--- src/rtl/seg_display_pkg.sv ---
// Shared segment codes, controller state encoding and helper functions for seg_display_ctrl.
// Pure declarations; no latency and no flow control involved.
package seg_display_pkg;

  // Active-low segments, bit order {g,f,e,d,c,b,a}
  localparam logic [6:0] SEG_0     = 7'b1000000;
  localparam logic [6:0] SEG_1     = 7'b1111001;
  localparam logic [6:0] SEG_2     = 7'b0100100;
  localparam logic [6:0] SEG_3     = 7'b0110000;
  localparam logic [6:0] SEG_4     = 7'b0011001;
  localparam logic [6:0] SEG_5     = 7'b0010010;
  localparam logic [6:0] SEG_6     = 7'b0000010;
  localparam logic [6:0] SEG_7     = 7'b1111000;
  localparam logic [6:0] SEG_8     = 7'b0000000;
  localparam logic [6:0] SEG_9     = 7'b0010000;
  localparam logic [6:0] SEG_BLANK = 7'b1111111;
  localparam logic [6:0] SEG_DASH  = 7'b0111111;

  typedef enum logic [1:0] {IDLE, LOAD, SHIFT, WRITE} state_t;

  function automatic logic [6:0] seg_encode(input logic [3:0] bcd);
    case (bcd)
      4'd0:    return SEG_0;
      4'd1:    return SEG_1;
      4'd2:    return SEG_2;
      4'd3:    return SEG_3;
      4'd4:    return SEG_4;
      4'd5:    return SEG_5;
      4'd6:    return SEG_6;
      4'd7:    return SEG_7;
      4'd8:    return SEG_8;
      4'd9:    return SEG_9;
      default: return SEG_BLANK;
    endcase
  endfunction

  function automatic int clog2(input int v);
    int r;
    r = 0;
    for (int i = 0; i < 31; i++) begin
      if ((1 << i) < v) r = i + 1;
    end
    return r;
  endfunction

endpackage

--- src/rtl/bin2bcd_seq.sv ---
// Serial double-dabble: start loads bin, then one bit per cycle for DATA_W cycles; done is high
// during the last shift cycle, so bcd/ovf are final the cycle after. No backpressure: start restarts it.
module bin2bcd_seq
  import seg_display_pkg::*;
#(
  parameter int DATA_W = 32,
  parameter int D      = 2
) (
  input  logic              clk,
  input  logic              rst_n,
  input  logic              start,
  input  logic [DATA_W-1:0] bin,
  output logic [4*D-1:0]    bcd,
  output logic              ovf,
  output logic              done
);

  localparam int BCD_W = 4 * D;
  localparam int CNT_W = clog2(DATA_W + 1);

  logic [DATA_W-1:0] sr;
  logic [BCD_W-1:0]  bcd_q;
  logic [BCD_W-1:0]  adj;
  logic              ovf_q;
  logic              running;
  logic [CNT_W-1:0]  cnt;

  always_comb begin
    adj = '0;
    for (int k = 0; k < D; k++) begin
      adj[4*k +: 4] = (bcd_q[4*k +: 4] >= 4'd5) ? bcd_q[4*k +: 4] + 4'd3 : bcd_q[4*k +: 4];
    end
  end

  assign done = running && (cnt == CNT_W'(DATA_W - 1));

  always_ff @(posedge clk or negedge rst_n) begin
    if (!rst_n) begin
      sr      <= '0;
      bcd_q   <= '0;
      ovf_q   <= 1'b0;
      running <= 1'b0;
      cnt     <= '0;
    end else if (start) begin
      sr      <= bin;
      bcd_q   <= '0;
      ovf_q   <= 1'b0;
      running <= 1'b1;
      cnt     <= '0;
    end else if (running) begin
      sr    <= {sr[DATA_W-2:0], 1'b0};
      bcd_q <= {adj[BCD_W-2:0], sr[DATA_W-1]};
      // A carry out of the top digit means the value no longer fits in D digits
      ovf_q <= ovf_q | adj[BCD_W-1];
      cnt   <= cnt + 1'b1;
      if (done) running <= 1'b0;
    end
  end

  assign bcd = bcd_q;
  assign ovf = ovf_q;

endmodule

--- src/rtl/seg_display_ctrl.sv ---
// Multi-field 7-segment controller: per-field capture, round-robin share of one serial BCD converter.
// Load-to-display latency DATA_W+3 cycles; loads are never refused, a newer load overwrites a pending one.
module seg_display_ctrl
  import seg_display_pkg::*;
#(
  parameter int NUM_FIELDS       = 4,
  parameter int DIGITS_PER_FIELD = 2,
  parameter int DATA_W           = 32,
  parameter int BLANK_LZ         = 1
) (
  input  logic                                     clk,
  input  logic                                     rst_n,
  input  logic [NUM_FIELDS-1:0]                    field_load,
  input  logic [NUM_FIELDS*DATA_W-1:0]             field_value,
  output logic [NUM_FIELDS*DIGITS_PER_FIELD*7-1:0] hex_o,
  output logic [NUM_FIELDS-1:0]                    overflow,
  output logic                                     busy
);

  localparam int D     = DIGITS_PER_FIELD;
  localparam int SEL_W = (NUM_FIELDS > 1) ? clog2(NUM_FIELDS) : 1;
  localparam int HEX_W = NUM_FIELDS * D * 7;

  function automatic logic [HEX_W-1:0] hex_reset();
    logic [HEX_W-1:0] h;
    h = '0;
    for (int i = 0; i < NUM_FIELDS; i++) begin
      for (int k = 0; k < D; k++) begin
        h[(i*D+k)*7 +: 7] = (k == 0 || BLANK_LZ == 0) ? SEG_0 : SEG_BLANK;
      end
    end
    return h;
  endfunction

  localparam logic [HEX_W-1:0] HEX_RST = hex_reset();

  state_t              state, state_nxt;
  logic [NUM_FIELDS-1:0] pend;
  logic [DATA_W-1:0]   pend_val [NUM_FIELDS];
  logic [SEL_W-1:0]    sel, rr_ptr, pick;
  logic                pick_vld;
  logic                conv_start, conv_done, conv_ovf;
  logic [4*D-1:0]      conv_bcd;
  logic [D*7-1:0]      seg_wr;
  logic                nz_seen;
  logic [HEX_W-1:0]    hex_q;
  logic [NUM_FIELDS-1:0] ovf_q;

  always_comb begin
    pick     = '0;
    pick_vld = 1'b0;
    for (int o = 0; o < NUM_FIELDS; o++) begin
      if (!pick_vld && pend[(int'(rr_ptr) + o) % NUM_FIELDS]) begin
        pick     = SEL_W'((int'(rr_ptr) + o) % NUM_FIELDS);
        pick_vld = 1'b1;
      end
    end
  end

  always_comb begin
    state_nxt  = state;
    conv_start = 1'b0;
    case (state)
      IDLE:  if (pick_vld) state_nxt = LOAD;
      LOAD: begin
        conv_start = 1'b1;
        state_nxt  = SHIFT;
      end
      SHIFT: if (conv_done) state_nxt = WRITE;
      WRITE: state_nxt = pick_vld ? LOAD : IDLE;
      default: state_nxt = IDLE;
    endcase
  end

  always_ff @(posedge clk or negedge rst_n) begin
    if (!rst_n) begin
      state  <= IDLE;
      sel    <= '0;
      rr_ptr <= '0;
    end else begin
      state <= state_nxt;
      if ((state == IDLE || state == WRITE) && pick_vld) sel <= pick;
      if (state == LOAD) rr_ptr <= (sel == SEL_W'(NUM_FIELDS - 1)) ? '0 : sel + 1'b1;
    end
  end

  // A load landing on the field being consumed in LOAD keeps it pending with the new value
  always_ff @(posedge clk or negedge rst_n) begin
    if (!rst_n) begin
      pend <= '0;
      for (int i = 0; i < NUM_FIELDS; i++) pend_val[i] <= '0;
    end else begin
      for (int i = 0; i < NUM_FIELDS; i++) begin
        if (field_load[i]) begin
          pend[i]     <= 1'b1;
          pend_val[i] <= field_value[i*DATA_W +: DATA_W];
        end else if (state == LOAD && int'(sel) == i) begin
          pend[i] <= 1'b0;
        end
      end
    end
  end

  bin2bcd_seq #(.DATA_W(DATA_W), .D(D)) u_conv (
    .clk   (clk),
    .rst_n (rst_n),
    .start (conv_start),
    .bin   (pend_val[sel]),
    .bcd   (conv_bcd),
    .ovf   (conv_ovf),
    .done  (conv_done)
  );

  // Scan from the top digit down so blanking stops at the first nonzero digit
  always_comb begin
    seg_wr  = '0;
    nz_seen = 1'b0;
    for (int k = D - 1; k >= 0; k--) begin
      if (conv_bcd[4*k +: 4] != 4'd0) nz_seen = 1'b1;
      if (conv_ovf)
        seg_wr[k*7 +: 7] = SEG_DASH;
      else if (BLANK_LZ != 0 && k != 0 && !nz_seen)
        seg_wr[k*7 +: 7] = SEG_BLANK;
      else
        seg_wr[k*7 +: 7] = seg_encode(conv_bcd[4*k +: 4]);
    end
  end

  always_ff @(posedge clk or negedge rst_n) begin
    if (!rst_n) begin
      hex_q <= HEX_RST;
      ovf_q <= '0;
    end else if (state == WRITE) begin
      hex_q[int'(sel)*D*7 +: D*7] <= seg_wr;
      ovf_q[sel]                  <= conv_ovf;
    end
  end

  assign hex_o    = hex_q;
  assign overflow = ovf_q;
  assign busy     = (state != IDLE) || (|pend);

endmodule

--- config.mk ---
export PLATFORM = sky130hd
export DESIGN_NAME = seg_display_ctrl
export DESIGN_NICKNAME = d
export VERILOG_FILES = /design/src/rtl/seg_display_pkg.sv /design/src/rtl/bin2bcd_seq.sv /design/src/rtl/seg_display_ctrl.sv
export SDC_FILE = /design/constraint.sdc
export NUM_CORES = 1
export LEC_CHECK = 0
export BUFFER_PORTS_ARGS = -buffer_cell sky130_fd_sc_hd__buf_2
export CAP_MARGIN = 15
export CORE_AREA = 2 2 226 228
export CTS_CLUSTER_DIAMETER = 120
export DETAILED_ROUTE_END_ITERATION = 16
export DIE_AREA = 0 0 228 230
export SYNTH_ARGS = -nofsm -noshare
export SYNTH_HDL_FRONTEND = slang
export SYNTH_SLANG_ARGS = --single-unit
--- constraint.sdc ---
create_clock -name clk -period 7.4 [get_ports clk]
set_clock_uncertainty 0.1 [all_clocks]
set_input_delay 1.11 -clock clk [delete_from_list [all_inputs] [get_ports clk]]
set_output_delay 1.11 -clock clk [all_outputs]
set_load 0.01 [all_outputs]
* Word-level counts from Yosys, hierarchy flattened
Memory sizes are Yosys's and may differ from the RTL's.
Cells that the tools add are included.
** Storage, ports and cells
- Memories kept :: 2
- Register bits after elaboration :: 246
- Bits of input ports :: 134
- Memory bits (read-only) :: 224
- Output and inout port bits :: 61
- Logic and storage cells :: 141
** Memories
- (name not given) :: words 16, bits a word 7, read ports 1, clocked after memory_dff 0, wr ports 0, RTL line seg_display_pkg.sv:22 : case (bcd)
- (name not given) :: words 16, bits a word 7, read ports 1, clocked after memory_dff 0, wr ports 0, RTL line seg_display_pkg.sv:22
** Cells by class
- $lt $le $gt $ge :: 9
- Multipliers :: 1
- Bitwise logic cells :: 5
- Reduce and logical (&&, ||, !) cells :: 29
- Add/subtract/negate cells :: 8
- Eq/ne operators :: 10
- Multiplexer cells :: 57
- Shift operators :: 2
** Operators by type and width (count)
- 32-bit 2-to-1 mux :: 4
- 32-bit binary-select mux with 2-bit select :: 1
- 56-bit bitwise mux :: 1
- 14-bit by 33-bit variable shift with 56-bit output, first input constant :: 1
- 14-bit by 33-bit variable part select with 56-bit output :: 1
- 6-bit negation with 33-bit output :: 1
- 1-bit 2-to-1 mux :: 28
- 7-bit 2-to-1 mux :: 3
- 8-bit 2-to-1 mux :: 2
- 2-bit 2-to-1 mux :: 7
- 3-bit by 4-bit less-than comparator with 1-bit output, second input constant :: 3
- 6-bit 2-to-1 mux :: 2
- 2-bit nonzero test :: 6
- 2-bit equality test, second input constant :: 5
- 1-bit logical AND :: 10
- 4-bit by 2-bit adder with 4-bit output, second input constant :: 2
- 1-bit binary-select mux with 2-bit select :: 4
- 4-bit by 3-bit greater-or-equal comparator with 1-bit output, second input constant :: 2
- 4-bit 2-to-1 mux :: 2
- 2-bit one-hot mux with 4 select lines :: 1
- 6-bit by 1-bit adder with 6-bit output, second input constant :: 1
- 6-bit by 5-bit equality test with 1-bit output, second input constant :: 1
- 2-bit by 3-bit less-than comparator with 1-bit output, second input constant :: 2
- 2-bit OR reduction :: 3
- 18 further kinds :: 28

* Depth between registers and ports, before layout
Gate-level depths: netlist of run 1.
- Depth after elaboration :: 16
- Gate-level depth with buffers :: 12
- Gate-level depth less buffers :: 9

* Modules after synthesis
A second synthesis of run 1 with hierarchy kept.
** Unflattened totals
- Cells, all modules :: 968
- Area, all modules :: 11896.4 µm²
** Modules (own cells, without submodules)
- seg_display_ctrl :: area each 9564.2 µm², instances 1, cells an instance 739
- bin2bcd_seq :: area each 2332.2 µm², instances 1, cells an instance 229

* Worst setup path after synthesis of run 1
OpenSTA, ideal clock, no wires.
- Path kind :: flip-flop to flip-flop
- From :: reg sel[1]
- To :: reg hex_q[21] (netlist: hex_o[21])
- Setup time :: 86 ps
- Data arrival time :: 2725 ps
- Setup slack :: 4489 ps
- Clock period less this slack :: 2911 ps
- Stages on the path, launching flop included :: 12
- Cell sequence :: dfrtp_1 > clkbuf_1 > clkbuf_1 > inv_1 > ha_1 > buf_2 > inv_1 > clkbuf_1 > a211oi_1 > a31o_2 > o41a_1 > o31ai_2
** On the way
- Word-level cells in the longest chain between the ends :: 4
- Elaborated cells between the ends (all ways) :: 5
** Ends and longest elaborated chain
- start, declared :: RTL line seg_display_ctrl.sv:40 : logic [SEL_W-1:0] sel, rr_ptr, pick;
- start signal, assigned :: RTL line seg_display_ctrl.sv:82 : if ((state == IDLE || state == WRITE) && pick_vld) sel <= pick;
- 2-bit by 3-bit multiplier with 5-bit output (*) :: RTL line seg_display_ctrl.sv:134 : hex_q[int'(sel)*D*7 +: D*7] <= seg_wr;
- 6-bit negation with 33-bit output (*) :: RTL line seg_display_ctrl.sv:134
- 14-bit by 33-bit variable part select with 56-bit output or 14-bit by 33-bit variable shift with 56-bit output (tied branches) :: RTL line seg_display_ctrl.sv:134
- 56-bit bitwise mux (*) :: RTL line seg_display_ctrl.sv:134
- end signal, assigned by index :: RTL line seg_display_ctrl.sv:134
- end, declared :: RTL line seg_display_ctrl.sv:46 : logic [HEX_W-1:0] hex_q;
Every way passes the cells marked *; elsewhere a longest branch is shown, timed or not.
A chain may end at the register's enable or synchronous reset.

* Worst setup path in the final report of run 1
- From :: reg sel[1]
- To :: reg hex_q[51] (netlist: hex_o[51])
Same word-level chain as after synthesis.

==> insert_results.sql, run 1 <==
INSERT INTO impl_metrics (metric_group, metric, value, unit) VALUES
('critical_path', 'timing.critical_path.fanout_max', '37', ''),
('timing', 'max_freq', '281', 'MHz'),
('timing', 'timing.slew.headroom', '30.6', '%'),
('pwr', 'power.static_leakage', '0.00658', 'uW'),
('critical_path', 'critical_path.cell_chain', 'buf_4 > inv_1 > ha_1 > buf_4 > xnor2_1 > a21oi_1 > a211o_2 > nor2b_1 > a32oi_1 > a221o_1', ''),
('detailed_routing', 'detail_route.drc_violations', '0', ''),
('detailed_routing', 'viasPerCell', '4.78', ''),
('global_route', 'use_met1', '18.2', '%'),
('pwr', 'ir_worst_vdd', '174', 'uV'),
('run_status', 'outcome', 'finished, final reports clean', ''),
('run', 'maxCapViolCount', '0', ''),
('global_route', 'grt_start_max_net_pins', '132', ''),
('critical_path', 'startpoint_type', 'flip-flop', ''),
('timing', 'final_critical_path_time_including_i_o_delays_and_setup', '3.55', 'ns'),
('timing', 'timing.hold.ws', '0.374', 'ns'),
('finish', 'drive_above_1_share', '37.6', '%'),
('floorplan', 'core_area', '49900', 'um^2'),
('placement', 'port-buffer-count', '194', ''),
('clock_network', 'numCtsBuffers', '29', ''),
('floorplan', 'fp-row-count', '82', ''),
('pwr', 'internal-power', '3620', 'uW'),
('critical_path', 'cp_slowest_stage_delay', '0.52', 'ns'),
('timing', 'rsz_0062_raised_after_global_routing', 'false', ''),
('clock_network', 'clk_path_buf_depth', '3', ''),
('floorplan', 'fp.dieW', '228', 'um'),
('timing', 'post-route-worst-setup-slack', '3.85', 'ns'),
('synthesis', 'synth_seq_cells', '246', ''),
('synthesis', 'synth_edf_count', '0', ''),
('detailed_routing', 'postRouteWirelength', '35700', 'um'),
('timing', 'finalMaxSlewViolations', '0', ''),
('detailed_routing', 'antenna_left', '0', ''),
('pwr', 'switch_pwr', '2630', 'uW'),
('placement', 'dpl.cell_count', '1872', ''),
('synthesis', 'async_flop_share', '100', '%'),
('timing', 'max_slew.worst_pin.slew', '1.04', 'ns'),
('global_route', 'grt_pass1_vias', '9281', ''),
('finish', 'syn2layout_area_growth', '20.6', '%'),
('placement', 'detailed_place_hpwl', '24800', 'um'),
('synthesis', 'syn_avg_cell_area', '11.6', 'um^2'),
('clock_network', 'hold_buffers', '0', ''),
('timing', 'summed_negative_setup_slack_over_all_endpoints', '0', 'ns'),
('global_route', 'global_route.usage.total', '13.4', '%'),
('global_route', 'met2_usage', '21.5', '%'),
('synthesis', 'syn-instance-count', '1071', ''),
('timing', 'hold_violations', '0', ''),
('pwr', 'power.combinational.fraction', '44.6', '%'),
('pwr', 'power_frac_seq', '32.2', '%'),
('pwr', 'clkPwrFrac', '23.2', '%'),
('clock_network', 'clock_sinks', '246', ''),
('finish', 'final.fill_count', '5178', ''),
('clock_network', 'post-cts-setup-buffers', '0', ''),
('detailed_routing', 'drt_iter0_drc', '769', ''),
('finish', 'layout.nets', '1391', ''),
('detailed_routing', 'wl_per_cell', '18.5', 'um'),
('synthesis', 'net_count_after_synthesis', '1231', ''),
('finish', 'stdcell_count', '1928', ''),
('floorplan', 'initial_utilization', '24.8', '%'),
('finish', 'seq_area', '6200', 'um^2'),
('pwr', 'power_density', '419', 'nW/um^2'),
('finish', 'multiInputGateArea', '5780', 'um^2'),
('floorplan', 'die_height', '230', 'um'),
('finish', 'mostFrequentLayoutCell', 'sky130_fd_sc_hd__dfrtp_1', ''),
('floorplan', 'design.die.area', '52400', 'um^2'),
('synthesis', 'yosysWarningCount', '0', ''),
('clock_network', 'worst_setup_hold_path_clk_slew', '0.06', 'ns'),
('detailed_routing', 'detailedRoute.firstPassIterationCount', '5', ''),
('clock_network', 'clk_root_buffer_cell', 'sky130_fd_sc_hd__clkbuf_16', ''),
('detailed_routing', 'dr_total_vias', '9223', ''),
('synthesis', 'synth_cell_type_count', '77', ''),
('critical_path', 'timing.critical_path.mode_cell', 'sky130_fd_sc_hd__buf_4', ''),
('critical_path', 'ws_path_type', 'flip-flop to flip-flop', '');
-- cells in the mapped netlist (all sizes together), types with 4 or more instances --
library cell  instances  area [um^2]
dfstp                32          841
a21oi                35          179
a221o                 6         60.1
mux4                 32          721
a22o                  4         35.0
nor4                  4         31.3
a31oi                 5         31.3
a221oi                4         35.0
a311oi                4         35.0
nand2b               19          119
xnor2                 6         52.6
a22oi                13         97.6
o211ai                8         60.1
a211oi                7         52.6
or3                   5         36.3
nor2                 59          221
a21o                  9         67.6
nand2               115          432
mux2                132         1490
nand4                 4         25.0
mux2i                37          370
o22ai                 7         50.1
buf                  23          140
o22a                  4         35.0
clkbuf               49          185
nor3                 17         85.1
dfrtp               214         5360
a32oi                 4         35.0
o21bai                4         30.0
o21ai                80          400
ha                   26          325
inv                  23         86.3
o221ai               12          105
nor2b                 6         37.5
or2                   4         25.0
nand3                11         55.1
-- per-stage QoR --
step | util (%) | area, um^2 | power [uW]
detailed placement | 28.0 | 14000 | 4830
global placement | 28.0 | 14000 | 4800
global route | 29.9 | 14900 | 6670
CTS | 29.9 | 14900 | 6310
floorplan | - | 12400 | 3860
finish | 29.9 | 14900 | 6260
-- cells by family after synthesis --
group	share of synthesized area, %
flops	50.1
mux	20.8
simple gates	10.1
buf+inv	3.33
xor+xnor	0.637
fa+ha+maj	2.63
compound gates	12.4
-- state kept, by name, indices dropped and copies added (netlist names) --
signal	cells
sel	2
pend_val	128
hex_o	56
pend	4
overflow	4
u_conv.ovf	1
u_conv.bcd	8
u_conv.cnt	6
u_conv.running	1
state	2
rr_ptr	2
u_conv.sr	32
-- layer usage --
| layer | part of all wire, % | wire length, um |
|---|---|---|
| met3 | 7.3 | 2590 |
| met2 | 46 | 16500 |
| met1 | 45 | 15900 |
| met5 | 0.17 | 60 |
| met4 | 1.9 | 675 |
-- power by group through the flow --
stage	clock (uW)	combinational [uW]	sequential, uW
floorplan	0	1900	1960
global placement	0	2760	2030
detailed placement	0	2790	2040
CTS	1500	2800	2020
global route	1550	3050	2070
finish	1450	2790	2020
-- path summary, 6_finish.rpt --
path / start / end / slack (ns) / depth (start not counted)
max in group asynchronous: rst_n / pend_val[114] / 5.47 / 2
setup / recovery: sel[1] / hex_o[51] / 3.85 / 10
hold reg to reg: overflow[0] / overflow[0] / 0.37 / 2
setup reg to reg: sel[1] / hex_o[51] / 3.85 / 10
min in group asynchronous: rst_n / hex_o[5] / 0.48 / 1
hold / removal: overflow[0] / overflow[0] / 0.37 / 2
-- layout make-up --
type                    count  share of cell area (%)
repair buffers            201                    7.01
flip-flops and latches    246                    41.5
inverters                  23                   0.578
diodes                      5                  0.0838
clock inverters            14                    1.18
well taps                 672                    5.63
clock buffers              37                    5.26
multi-input cells         730                    38.7
-- critical path: cells and delay by family, from the launching register on --
family	cells	cell delay, ns
DFF	1	0.33
AOI/OAI and AO/OA	4	1.07
xor gates and xnor gates	1	0.51
adders and majority gates	1	0.34
and+or+nand+nor	1	0.13
buffers and inverters	3	1.01
Power figures use the tool's default switching activity.
==> run 2: changes to the inputs <==
--- a/config.mk
+++ b/config.mk
@@ -5,12 +5,13 @@
 export SDC_FILE = /design/constraint.sdc
 export NUM_CORES = 1
 export LEC_CHECK = 0
+export ABC_AREA = 1
 export BUFFER_PORTS_ARGS = -buffer_cell sky130_fd_sc_hd__buf_2
 export CAP_MARGIN = 15
-export CORE_AREA = 2 2 226 228
+export CORE_AREA = 2 2 228 230
 export CTS_CLUSTER_DIAMETER = 120
 export DETAILED_ROUTE_END_ITERATION = 16
-export DIE_AREA = 0 0 228 230
+export DIE_AREA = 0 0 230 232
 export SYNTH_ARGS = -nofsm -noshare
 export SYNTH_HDL_FRONTEND = slang
 export SYNTH_SLANG_ARGS = --single-unit
==> constraint.sdc (replaced) <==
create_clock -name clk -period 3.49 [get_ports clk]
set_clock_uncertainty 0.1 [all_clocks]
set_input_delay 0.5235 -clock clk [delete_from_list [all_inputs] [get_ports clk]]
set_output_delay 0.5235 -clock clk [all_outputs]
set_load 0.01 [all_outputs]
==> insert_results.sql, run 2 <==
INSERT INTO impl_metrics (metric_group, metric, value, unit) VALUES
('pwr', 'power.static_leakage', '0.00754', 'uW'),
('synthesis', 'yosysWarningCount', '0', ''),
('synthesis', 'sequential_share_of_the_synthesized_area', '49.2', '%'),
('pwr', 'internal-power', '5700', 'uW'),
('synthesis', 'synth.cells.most_frequent', 'sky130_fd_sc_hd__nand2_1 (453), sky130_fd_sc_hd__dfrtp_1 (214), sky130_fd_sc_hd__o21ai_0 (171), sky130_fd_sc_hd__inv_1 (145), sky130_fd_sc_hd__nand3_1 (130)', ''),
('clock_network', 'post-cts-setup-buffers', '0', ''),
('finish', 'syn2layout_area_growth', '21.9', '%'),
('global_route', 'grt_first_pass_wirelength', '62900', 'um'),
('critical_path', 'endpoint_class_of_the_critical_path', 'flip-flop', ''),
('placement', 'detailed_place_hpwl', '27900', 'um'),
('global_route', 'antenna_found_initial', '3', ''),
('finish', 'diodes', '0', ''),
('global_route', 'grt_pass1_vias', '11237', ''),
('pwr', 'power_density', '559', 'nW/um^2'),
('finish', 'layout.nets', '1899', ''),
('critical_path', 'r2r_end', 'hex_o[40]', ''),
('clock_network', 'numCtsBuffers', '30', ''),
('synthesis', 'syn_avg_cell_area', '8.04', 'um^2'),
('finish', 'stdcell_area', '15400', 'um^2'),
('floorplan', 'fp.dieW', '230', 'um'),
('clock_network', 'clock_sinks', '246', ''),
('floorplan', 'initial_utilization', '24.8', '%'),
('clock_network', 'clk_root_buffer_cell', 'sky130_fd_sc_hd__clkbuf_16', ''),
('run_status', 'outcome', 'finished, final reports clean', ''),
('placement', 'gp_congestion', '0.897', ''),
('synthesis', 'synth_cell_type_count', '43', ''),
('timing', 'rsz_0062_raised_after_global_routing', 'false', ''),
('detailed_routing', 'detailedRoute.firstPassIterationCount', '5', ''),
('pwr', 'power_frac_seq', '38.2', '%'),
('detailed_routing', 'route.met3.wl', '2180', 'um'),
('timing', 'timing.final.crit_share', '82.0', '%'),
('timing', 'hold_violations', '0', ''),
('critical_path', 'cp.arrival', '3.24', 'ns'),
('timing', 'timing.slew.headroom', '24.6', '%'),
('finish', 'drive_above_1_share', '20.6', '%'),
('detailed_routing', 'postRouteWirelength', '39300', 'um'),
('detailed_routing', 'antenna_left', '0', ''),
('placement', 'detailed_place.area', '14300', 'um^2'),
('critical_path', 'cp_slowest_stage_delay', '0.71', 'ns'),
('critical_path', 'ws_path_type', 'flip-flop to flip-flop', ''),
('detailed_routing', 'wl_met1', '18600', 'um'),
('min_path', 'hp-start', 'field_value[70]', ''),
('synthesis', 'syn_area', '12600', 'um^2'),
('pwr', 'ir_worst_vdd', '418', 'uV'),
('critical_path', 'max_stage_delay_cell_worst_path', 'sky130_fd_sc_hd__nor2_1', ''),
('synthesis', 'syn-instance-count', '1567', ''),
('detailed_routing', 'viasPerCell', '4.61', ''),
('floorplan', 'core_area', '50900', 'um^2'),
('timing', 'max_freq', '349', 'MHz'),
('finish', 'layout_common_cells', 'sky130_fd_sc_hd__nand2_1 (453), sky130_fd_sc_hd__dfrtp_1 (213), sky130_fd_sc_hd__buf_2 (193), sky130_fd_sc_hd__o21ai_0 (171), sky130_fd_sc_hd__inv_1 (145)', ''),
('clock_network', 'cts-resized-gates', '0', ''),
('critical_path', 'timing.critical_path.mode_cell', 'sky130_fd_sc_hd__inv_2', ''),
('global_route', 'overflow', '0', ''),
('synthesis', 'synth_edf_count', '0', ''),
('finish', 'max_reg_flops', '128', ''),
('floorplan', 'num_io_pins', '195', ''),
('global_route', 'grt_start_max_net_pins', '100', ''),
('critical_path', 'startpoint_type', 'flip-flop', ''),
('timing', 'setup_viol_count_final', '0', ''),
('critical_path', 'worst_ep_required_time', '3.87', 'ns'),
('pwr', 'switch_pwr', '2900', 'uW'),
('timing', 'post-route-worst-setup-slack', '0.628', 'ns'),
('finish', 'registers.top_by_ff_count', 'pend_val', ''),
('clock_network', 'clk-insertion-delay-late', '0.60', 'ns'),
('clock_network', 'worst_setup_hold_path_clk_slew', '0.06', 'ns'),
('min_path', 'hold-path-endpoint', 'pend_val[38]', ''),
('detailed_routing', 'drt_iter0_drc', '798', ''),
('synthesis', 'synth_seq_cells', '246', ''),
('synthesis', 'synth_most_common_cell', 'sky130_fd_sc_hd__nand2_1', ''),
('finish', 'finish.utilization', '30.2', '%'),
('timing', 'final_critical_path_time_including_i_o_delays_and_setup', '2.86', 'ns'),
('timing', 'timing.hold.ws', '0.0284', 'ns'),
('critical_path', 'timing.critical_path.fanout_max', '17', ''),
('detailed_routing', 'top_layer_used', 'met5', ''),
('floorplan', 'die_height', '232', 'um'),
('min_path', 'worst_min_delay_path_class', 'input port to flip-flop', ''),
('timing', 'summed_negative_setup_slack_over_all_endpoints', '0', 'ns'),
('critical_path', 'critical_path.cell_chain', 'inv_2 > ha_1 > inv_2 > nor2_1 > inv_1 > o21ai_0', ''),
('synthesis', 'synth_largest_area_cell', 'sky130_fd_sc_hd__dfrtp_1', ''),
('timing', 'max_slew.worst_pin.slew', '1.13', 'ns'),
('synthesis', 'synth_area_leaders', 'sky130_fd_sc_hd__dfrtp_1 (43%), sky130_fd_sc_hd__nand2_1 (13%), sky130_fd_sc_hd__o21ai_0 (6.8%)', ''),
('critical_path', 'register_to_register_setup_slack', '0.63', 'ns'),
('pwr', 'power.combinational.fraction', '24.6', '%'),
('critical_path', 'r2r_cells', '6', ''),
('critical_path', 'crit_family', 'simple AND/OR/NAND/NOR gates', ''),
('placement', 'port-buffer-count', '194', ''),
('finish', 'mostFrequentLayoutCell', 'sky130_fd_sc_hd__nand2_1', ''),
('timing', 'finalMaxSlewViolations', '0', ''),
('placement', 'detailedPlace.worstSlack', '0.694', 'ns'),
('synthesis', 'net_count_after_synthesis', '1727', ''),
('detailed_routing', 'wl_per_cell', '16.1', 'um'),
('detailed_routing', 'detail_route.drc_violations', '0', ''),
('global_route', 'global_route.usage.total', '14.6', '%'),
('synthesis', 'yosysTopAreaCellShare', '42.5', '%'),
('pwr', 'clkPwrFrac', '37.2', '%'),
('synthesis', 'dominantRegCellSynth', 'sky130_fd_sc_hd__dfrtp_1', ''),
('clock_network', 'htreeDepth', '1', ''),
('min_path', 'hold_path_depth', '3', ''),
('critical_path', 'critical_path.reg2reg.startpoint', 'sel[0]', ''),
('floorplan', 'fp-row-count', '83', ''),
('detailed_routing', 'dr_total_vias', '11250', ''),
('critical_path', 'critical_path_buf_inv_count', '3', ''),
('run', 'maxCapViolCount', '0', ''),
('pwr', 'switching_share', '33.7', '%'),
('detailed_routing', 'dr_wl_met2', '18000', 'um'),
('synthesis', 'async_flop_share', '100', '%'),
('floorplan', 'design.die.area', '53400', 'um^2'),
('clock_network', 'tritoncts', 'yes', ''),
('clock_network', 'clk_path_buf_depth', '3', '');
==> run 2: changes by cell type after synthesis, moves of 37 or more <==
cell                      delta
sky130_fd_sc_hd__o21ai_0    +93
sky130_fd_sc_hd__nand3_1   +119
sky130_fd_sc_hd__mux2i_1    -37
sky130_fd_sc_hd__inv_1     +123
sky130_fd_sc_hd__nand2_1   +338
sky130_fd_sc_hd__mux2_2    -100
sky130_fd_sc_hd__a21oi_1    +61
==> run 2: metal layers <==
metal / vias up / global-route usage, %
li1: 5502 / -
met1: 5349 / 20.5
met2: 347 / 23.9
met3: 48 / 2.57
met4: 4 / 2.42
met5: - / 0
==> run 2: what timing repair did <==
action,in CTS,in global routing
endpoints found under the setup margin,0,0
hold buffers,10,0
endpoints found under the hold margin,63,0
==> run 2: cell families (layout without fill, tap and decap cells) <==
family	count (synthesis)	after routing	share of synthesized area (%)
adder cells (fa/ha/maj)	26	26	2.58
buffers and inverters	250	444	7.96
flip-flops	246	246	49.2
multiplexers	32	32	2.86
AO/OA/AOI/OAI	339	339	14.8
XOR/XNOR	3	3	0.268
AND/OR/NAND/NOR	671	671	22.3
==> run 2: tightest hold or removal path: stages <==
cell and delay [ns]:
sky130_fd_sc_hd__buf_2 0.08, sky130_fd_sc_hd__nand2_1 0.04, sky130_fd_sc_hd__o21ai_0 0.06
==> run 2: power by group through the flow <==
stage               sequential (uW)  combinational (uW)  clock [uW]
floorplan                      3280                1450           0
global placement               3320                2080           0
detailed placement             3330                2090           0
CTS                            3280                2110        3290
global route                   3320                2380        3420
finish                         3290                2110        3200
==> run 2: metrics by stage <==
stage	std cells	total power (uW)
after floorplan	1567	4730
after global placement	2377	5400
after detailed placement	2377	5420
after CTS	2441	8680
after global routing	2441	9110
final	2441	8600
==> run 2: how the worst max path moves through the flow <==
stage	start	endpoint	slack, ns	cells past startpoint
2_1_floorplan	sel[1]	hex_o[29]	0.93	14
3_3_place_gp	sel[0]	hex_o[41]	0.70	9
3_5_place_dp	sel[0]	hex_o[40]	0.69	6
4_1_cts	sel[0]	hex_o[40]	0.68	6
5_1_grt	sel[0]	hex_o[40]	0.36	9
6_report	sel[0]	hex_o[40]	0.63	6
==> run 2: final cells by class <==
class | instances | area (um^2)
fill | 5530 | 35500
sequential | 246 | 6200
multi-input combinational | 1071 | 5400
timing repair buffer | 229 | 1290
clock buffer | 46 | 861
tap | 680 | 851
inverter | 161 | 607
clock inverter | 8 | 149
